`src/rtl/weight_stream_scheduler.sv`:
```
// Weight stream scheduler: drives a latency-pipelined weight ROM and
// turns its output into a valid/ready stream. Reads are issued only
// when a FIFO slot is already reserved for the returning word, so no
// ROM word is dropped or duplicated under backpressure.
`timescale 1ns/1ps
module weight_stream_scheduler #(
  parameter int DATA_WIDTH   = 128,
  parameter int OUT_DEPTH    = 576,
  parameter int ADDR_WIDTH   = $clog2(OUT_DEPTH) + 1,
  parameter int ROM_LATENCY  = 2,
  parameter int FIFO_DEPTH   = 4,
  parameter int REPEAT_WIDTH = 16
) (
  input  logic                    clk,
  input  logic                    rst,
  input  logic                    start,
  input  logic [REPEAT_WIDTH-1:0] repeat_count,
  input  logic                    abort,
  output logic                    busy,
  output logic                    done,
  output logic [ADDR_WIDTH-1:0]   rom_addr,
  output logic                    rom_ce,
  input  logic [DATA_WIDTH-1:0]   rom_q,
  output logic [DATA_WIDTH-1:0]   data_out,
  output logic                    data_out_valid,
  output logic                    data_out_last,
  input  logic                    data_out_ready
);

  localparam int TOT_W = REPEAT_WIDTH + ADDR_WIDTH;
  localparam int PTR_W = (FIFO_DEPTH > 1) ? $clog2(FIFO_DEPTH) : 1;
  localparam int CNT_W = $clog2(FIFO_DEPTH + ROM_LATENCY + 1);

  typedef enum logic [1:0] {S_IDLE, S_ISSUE, S_DRAIN} state_t;

  state_t                   state_q, state_d;
  logic [ADDR_WIDTH-1:0]    addr_q, addr_d;
  logic [TOT_W-1:0]         remain_q, remain_d;
  logic                     rom_ce_q, rom_ce_d;
  logic                     zero_done_q, zero_done_d;
  logic [ROM_LATENCY-1:0]   trk_vld_q, trk_vld_d;
  logic [ROM_LATENCY-1:0]   trk_last_q, trk_last_d;
  logic [PTR_W-1:0]         wr_ptr_q, wr_ptr_d;
  logic [PTR_W-1:0]         rd_ptr_q, rd_ptr_d;
  logic [CNT_W-1:0]         fifo_cnt_q, fifo_cnt_d;
  logic [DATA_WIDTH-1:0]    fifo_data_q [FIFO_DEPTH];
  logic                     fifo_last_q [FIFO_DEPTH];

  logic [CNT_W-1:0]         inflight;
  logic                     enq;
  logic                     deq;
  logic                     issue;
  logic                     final_accept;
  logic                     addr_at_end;

  // Next-state logic: credit-gated issue, address/remaining counters,
  // in-flight shift register, FIFO pointers and the IDLE/ISSUE/DRAIN FSM.
  always_comb begin
    inflight = '0;
    for (int i = 0; i < ROM_LATENCY; i++) begin
      inflight = inflight + CNT_W'(trk_vld_q[i]);
    end
    addr_at_end  = (addr_q == ADDR_WIDTH'(OUT_DEPTH - 1));
    enq          = trk_vld_q[ROM_LATENCY-1];
    deq          = (fifo_cnt_q != '0) && data_out_ready;
    // Occupancy before this cycle's dequeue keeps ready out of the issue path.
    issue        = (state_q == S_ISSUE) && (remain_q != '0) &&
                   ((inflight + fifo_cnt_q) < CNT_W'(FIFO_DEPTH));
    final_accept = (state_q == S_DRAIN) && (inflight == '0) &&
                   (fifo_cnt_q == CNT_W'(1)) && data_out_ready;

    state_d     = state_q;
    addr_d      = addr_q;
    remain_d    = remain_q;
    zero_done_d = 1'b0;

    trk_vld_d[0]  = issue;
    trk_last_d[0] = addr_at_end;
    for (int i = 1; i < ROM_LATENCY; i++) begin
      trk_vld_d[i]  = trk_vld_q[i-1];
      trk_last_d[i] = trk_last_q[i-1];
    end

    wr_ptr_d   = wr_ptr_q;
    rd_ptr_d   = rd_ptr_q;
    fifo_cnt_d = fifo_cnt_q + CNT_W'(enq) - CNT_W'(deq);
    if (enq) begin
      wr_ptr_d = (wr_ptr_q == PTR_W'(FIFO_DEPTH - 1)) ? '0 : wr_ptr_q + PTR_W'(1);
    end
    if (deq) begin
      rd_ptr_d = (rd_ptr_q == PTR_W'(FIFO_DEPTH - 1)) ? '0 : rd_ptr_q + PTR_W'(1);
    end

    case (state_q)
      S_IDLE: begin
        if (start) begin
          if (repeat_count != '0) begin
            state_d  = S_ISSUE;
            addr_d   = '0;
            remain_d = TOT_W'(repeat_count) * TOT_W'(OUT_DEPTH);
          end else begin
            zero_done_d = 1'b1;
          end
        end
      end
      S_ISSUE: begin
        if (issue) begin
          addr_d   = addr_at_end ? '0 : addr_q + ADDR_WIDTH'(1);
          remain_d = remain_q - TOT_W'(1);
          if (remain_q == TOT_W'(1)) state_d = S_DRAIN;
        end
      end
      S_DRAIN: begin
        if (final_accept) state_d = S_IDLE;
      end
      default: state_d = S_IDLE;
    endcase

    // Abort overrides everything: flush tracker and FIFO, back to IDLE.
    if (abort) begin
      state_d     = S_IDLE;
      zero_done_d = 1'b0;
      trk_vld_d   = '0;
      wr_ptr_d    = '0;
      rd_ptr_d    = '0;
      fifo_cnt_d  = '0;
    end

    rom_ce_d = (state_d != S_IDLE);
  end

  // Control state registers with asynchronous active-low reset.
  always_ff @(posedge clk or negedge rst) begin
    if (!rst) begin
      state_q     <= S_IDLE;
      addr_q      <= '0;
      remain_q    <= '0;
      rom_ce_q    <= 1'b0;
      zero_done_q <= 1'b0;
      trk_vld_q   <= '0;
      trk_last_q  <= '0;
      wr_ptr_q    <= '0;
      rd_ptr_q    <= '0;
      fifo_cnt_q  <= '0;
    end else begin
      state_q     <= state_d;
      addr_q      <= addr_d;
      remain_q    <= remain_d;
      rom_ce_q    <= rom_ce_d;
      zero_done_q <= zero_done_d;
      trk_vld_q   <= trk_vld_d;
      trk_last_q  <= trk_last_d;
      wr_ptr_q    <= wr_ptr_d;
      rd_ptr_q    <= rd_ptr_d;
      fifo_cnt_q  <= fifo_cnt_d;
    end
  end

  // FIFO storage: data only, validity is carried by the control pointers.
  always_ff @(posedge clk) begin
    if (enq) begin
      fifo_data_q[wr_ptr_q] <= rom_q;
      fifo_last_q[wr_ptr_q] <= trk_last_q[ROM_LATENCY-1];
    end
  end

  assign busy           = (state_q != S_IDLE);
  assign done           = (zero_done_q || final_accept) && !abort;
  assign rom_addr       = addr_q;
  assign rom_ce         = rom_ce_q;
  assign data_out_valid = (fifo_cnt_q != '0);
  // Head word is masked while empty so no stale storage is ever presented.
  assign data_out       = data_out_valid ? fifo_data_q[rd_ptr_q] : '0;
  assign data_out_last  = data_out_valid && fifo_last_q[rd_ptr_q];

endmodule

```
`config.mk`:
```
export PLATFORM = sky130hd
export DESIGN_NAME = weight_stream_scheduler
export DESIGN_NICKNAME = d
export VERILOG_FILES = /design/src/rtl/weight_stream_scheduler.sv
export SDC_FILE = /design/constraint.sdc
export NUM_CORES = 1
export LEC_CHECK = 0
export ABC_AREA = 1
export CORE_ASPECT_RATIO = 1.5
export CORE_MARGIN = 5
export CORE_UTILIZATION = 45
export CTS_BUF_LIST = sky130_fd_sc_hd__clkbuf_4 sky130_fd_sc_hd__clkbuf_8
export DETAILED_ROUTE_END_ITERATION = 8
export HOLD_SLACK_MARGIN = 0.05
export PLACE_DENSITY = 0.67
export SLEW_MARGIN = 10
export SYNTH_ARGS = -nofsm -noshare
export SYNTH_HDL_FRONTEND = slang
export SYNTH_SLANG_ARGS = --single-unit
```
`constraint.sdc`:
```
create_clock -name clk -period 4.9 [get_ports clk]
set_clock_uncertainty 0.1 [all_clocks]
set_input_delay 0.735 -clock clk [delete_from_list [all_inputs] [get_ports clk]]
set_output_delay 0.735 -clock clk [all_outputs]
set_load 0.005 [all_outputs]
```
==> impl_results.md <==
- CTS Root Buffer Type: clkbuf_8
- Via/cell ratio: 5.231
- Gr usage total: 0.2021
- Maximum VDD drop: 0.0003571 V
- Largest net degree at the start of global routing: between 200 and 250
- Post-CTS Setup Repair Bufs: 0
- First-pass GRT wire length: between 90000 and 100000 um
- Crit path kind: register to output port
- Final Hold Vio Count: 0
- Leakage: about 11 nW
- Worst Path Max Fanout: 55
- Post-synthesis cell type count: 37
- Initial Util: 0.4535
- Placed inst area: 0.02787 mm2
- Sequential-to-total area share from yosys stat: 0.6918
- Post-synthesis mux area share: 0
- Die X: 199.8 um
- Worst-path cell chain: inv_4, buf_12, nor2_1, o21ai_0, a21oi_1, clkdlybuf4s50_1
- CTS Buf Count: 84
- Row count: between 100 and 150
- Mapped Cells: around 2200
- Synth Area in Simple Gates: 0.1525
- FMAX: between 200 and 250 MHz
- Total power: around 0.014 W
- Vias in the first global route: approximately 17000
- Die Y: around 300 um
- IO Count: 293
- Gpl congestion: roughly 0.84
- Critical path's largest stage delay: between 0.9 and 1 ns
- Leading cell type in the layout, fill and taps excluded: nor2_1
- Final std cells w/o fill: approximately 3300
- Drt total wl: around 60000 um
- Setup TNS: 0 ns
- Total gr overflow: 0
- Placed wire-length estimate: 36840 um
- Reg2reg setup slack: 1.76 ns
- CP required: ~4.1 ns
- Compound-cell area share of the yosys netlist: 0.09366
- Wire length per cell: around 19 um
- Slowest-stage cell, CP: dfrtp_4
- Max_cap viols: 0
- Post-Synth XOR/XNOR Area: 0.004323
- CTS sink count: 569
- Layout fillers: approximately 4500
- Syn Nets: ~2400
- Syn-to-layout area delta: 21.61%
- Worst-path clk slew: around 0.07 ns
- Gates resized, CTS repair: 0
- Final setup viols: 0
- Mapped cell area: between 0.02 and 0.025 mm2
- Final period util: 0.8725
- Bufs and invs on worst path: 3
- Clk Latency, worst-skew pair: around 0.65 ns
- Max-slew headroom at the worst pin: 0.2742
- Detailed Route Iter0 Violations: 1024
- Synth top area cells: edfxtp_1, nor2_1, o21ai_0
- Syn Area/Cell: between 10 and 15 um2
- Multi-input logic area: about 0.0066 mm2
- Largest family of logic cells by synthesized area: simple AND/OR/NAND/NOR gates
- Final instance area: about 0.030 mm2
- H-tree depth: 3
- RSZ-0062 raised after global routing: false
- Warnings from Yosys: 0
- RR Endpoint: fifo_cnt_q[2]
- WP depth: 6
- Worst Hold Class: input pin to asynchronous set/reset pin
- Top-area cell type share of the netlist area: 0.6373
- Hold bufs inserted after CTS: 0
- CTS tree: built
- Fin nets: about 2700
- Final Max Tran Viols: 0
- Die ar.: about 0.059 mm2
- Setup crit end kind: output port
- Largest delay share family, worst path: buffers and inverters
- Layout cells sized above 1: 0.07495
- Fin crit period: between 4 and 5 ns
- Critical path data arrival time: 3.44 ns
- Initial antenna violation count: 6
- Worst-Margin Slew: between 1 and 1.5 ns
- Placed cell count: around 3100
- R2R cell count: 11
- Number of synthesized register bits: approximately 570
- Pwr/cell area: 478.6 mW/mm2
- Post-synth top area cell: edfxtp_1
- Post-synthesis adder-cell area fraction: 0.02223
- Worst r2r src: fifo_cnt_q[1]
- Clock Path Buffers: 3
- Most frequent cells in the layout: nor2_1, edfxtp_1, clkdlybuf4s50_1, o21ai_0, nand2_1
- CORE AREA: roughly 0.054 mm2
- Antenna Nets Post-Route: 0
- Port bufs: between 200 and 300
- DRC Markers: 0
- Status: complete, no violations
- CP startpoint kind: register
- Reg area: around 0.017 mm2
- Via count: roughly 17000
- Fin util: 0.5516
- Detailed-router iteration count before antenna repair: 5
cell families (layout without fill, tap and decap cells):
logic type	Yosys count	count (layout)
flip-flops	569	569
AND/OR/NAND/NOR	926	926
adder cells (fa/ha/maj)	42	42
AO/OA/AOI/OAI	451	451
XOR/XNOR	12	12
other	0	7
buffers and inverters	217	575
synthesized netlist by cell type, drive strengths merged:
master / n
fa: 2
inv: 104
or2: 5
nor3: 8
o22ai: 1
o31ai: 1
a21boi: 1
a21oi: 150
nand3: 66
clkbuf: 68
xnor2: 3
nor2: 622
o21bai: 2
xor2: 9
nand2: 203
buf: 45
a211oi: 1
nand4: 20
o21ai: 292
and2: 1
edfxtp: 516
dfrtp: 53
ha: 40
nor4: 1
a22oi: 2
a31oi: 1
worst max path at each step:
stage | from | to | slack (ns)
2_1_floorplan | wr_ptr_q[0] | fifo_data_q[0][0] | 1.14
3_3_place_gp | rd_ptr_q[1] | data_out[8] | 1.20
3_5_place_dp | rd_ptr_q[1] | data_out[8] | 1.19
4_1_cts | rd_ptr_q[1] | data_out[8] | 0.48
5_1_grt | rd_ptr_q[1] | data_out[8] | 0.34
6_report | rd_ptr_q[1] | data_out[23] | 0.62
metrics by stage:
step / worst slack, ns / hold slack, ns
floorplan: 1.141 / 0.2312
global placement: 1.201 / 0.2783
detailed placement: 1.194 / 0.2794
CTS: 0.4781 / 0.07602
global route: 0.3354 / 0.1386
finish: 0.6246 / 0.1016
layer usage:
layer | share of wire | vias up | GRT usage
met1 | 0.40 | 8215 | 0.2430
met4 | 0.026 | 0 | 0.06978
met2 | 0.51 | 539 | 0.3607
met3 | 0.064 | 99 | 0.04002
met5 | 0 | - | 0
li1 | - | 8258 | -
cell type report:
| type | instances | share of cell area |
|---|---|---|
| Clock inverter | 36 | 0.008082 |
| Multi-Input combinational cell | 1431 | 0.2245 |
| Antenna cell | 7 | 0.0005924 |
| Inverter | 104 | 0.01413 |
| Clock buffer | 120 | 0.04866 |
| Tap cell | 689 | 0.02915 |
| Sequential cell | 569 | 0.5691 |
| Timing Repair Buffer | 315 | 0.1058 |
power breakdown:
group          switching (W)  internal [W]  total, W  leakage (nW)
combinational        0.00268       0.00209   0.00477          4.44
clock                0.00180       0.00197   0.00377         0.901
sequential          0.000164       0.00545   0.00561          5.33
sequential cells by signal, summed over array words and instances (netlist names):
name and count:
fifo_cnt_q 3, fifo_data_q 512, fifo_last_q 4, rd_ptr_q 2
remain_q 27, rom_addr 11, rom_ce 1, state_q 2
trk_last_q 2, trk_vld_q 2, wr_ptr_q 2, zero_done_q 1
No activity file was read; power rests on OpenSTA's default activity.
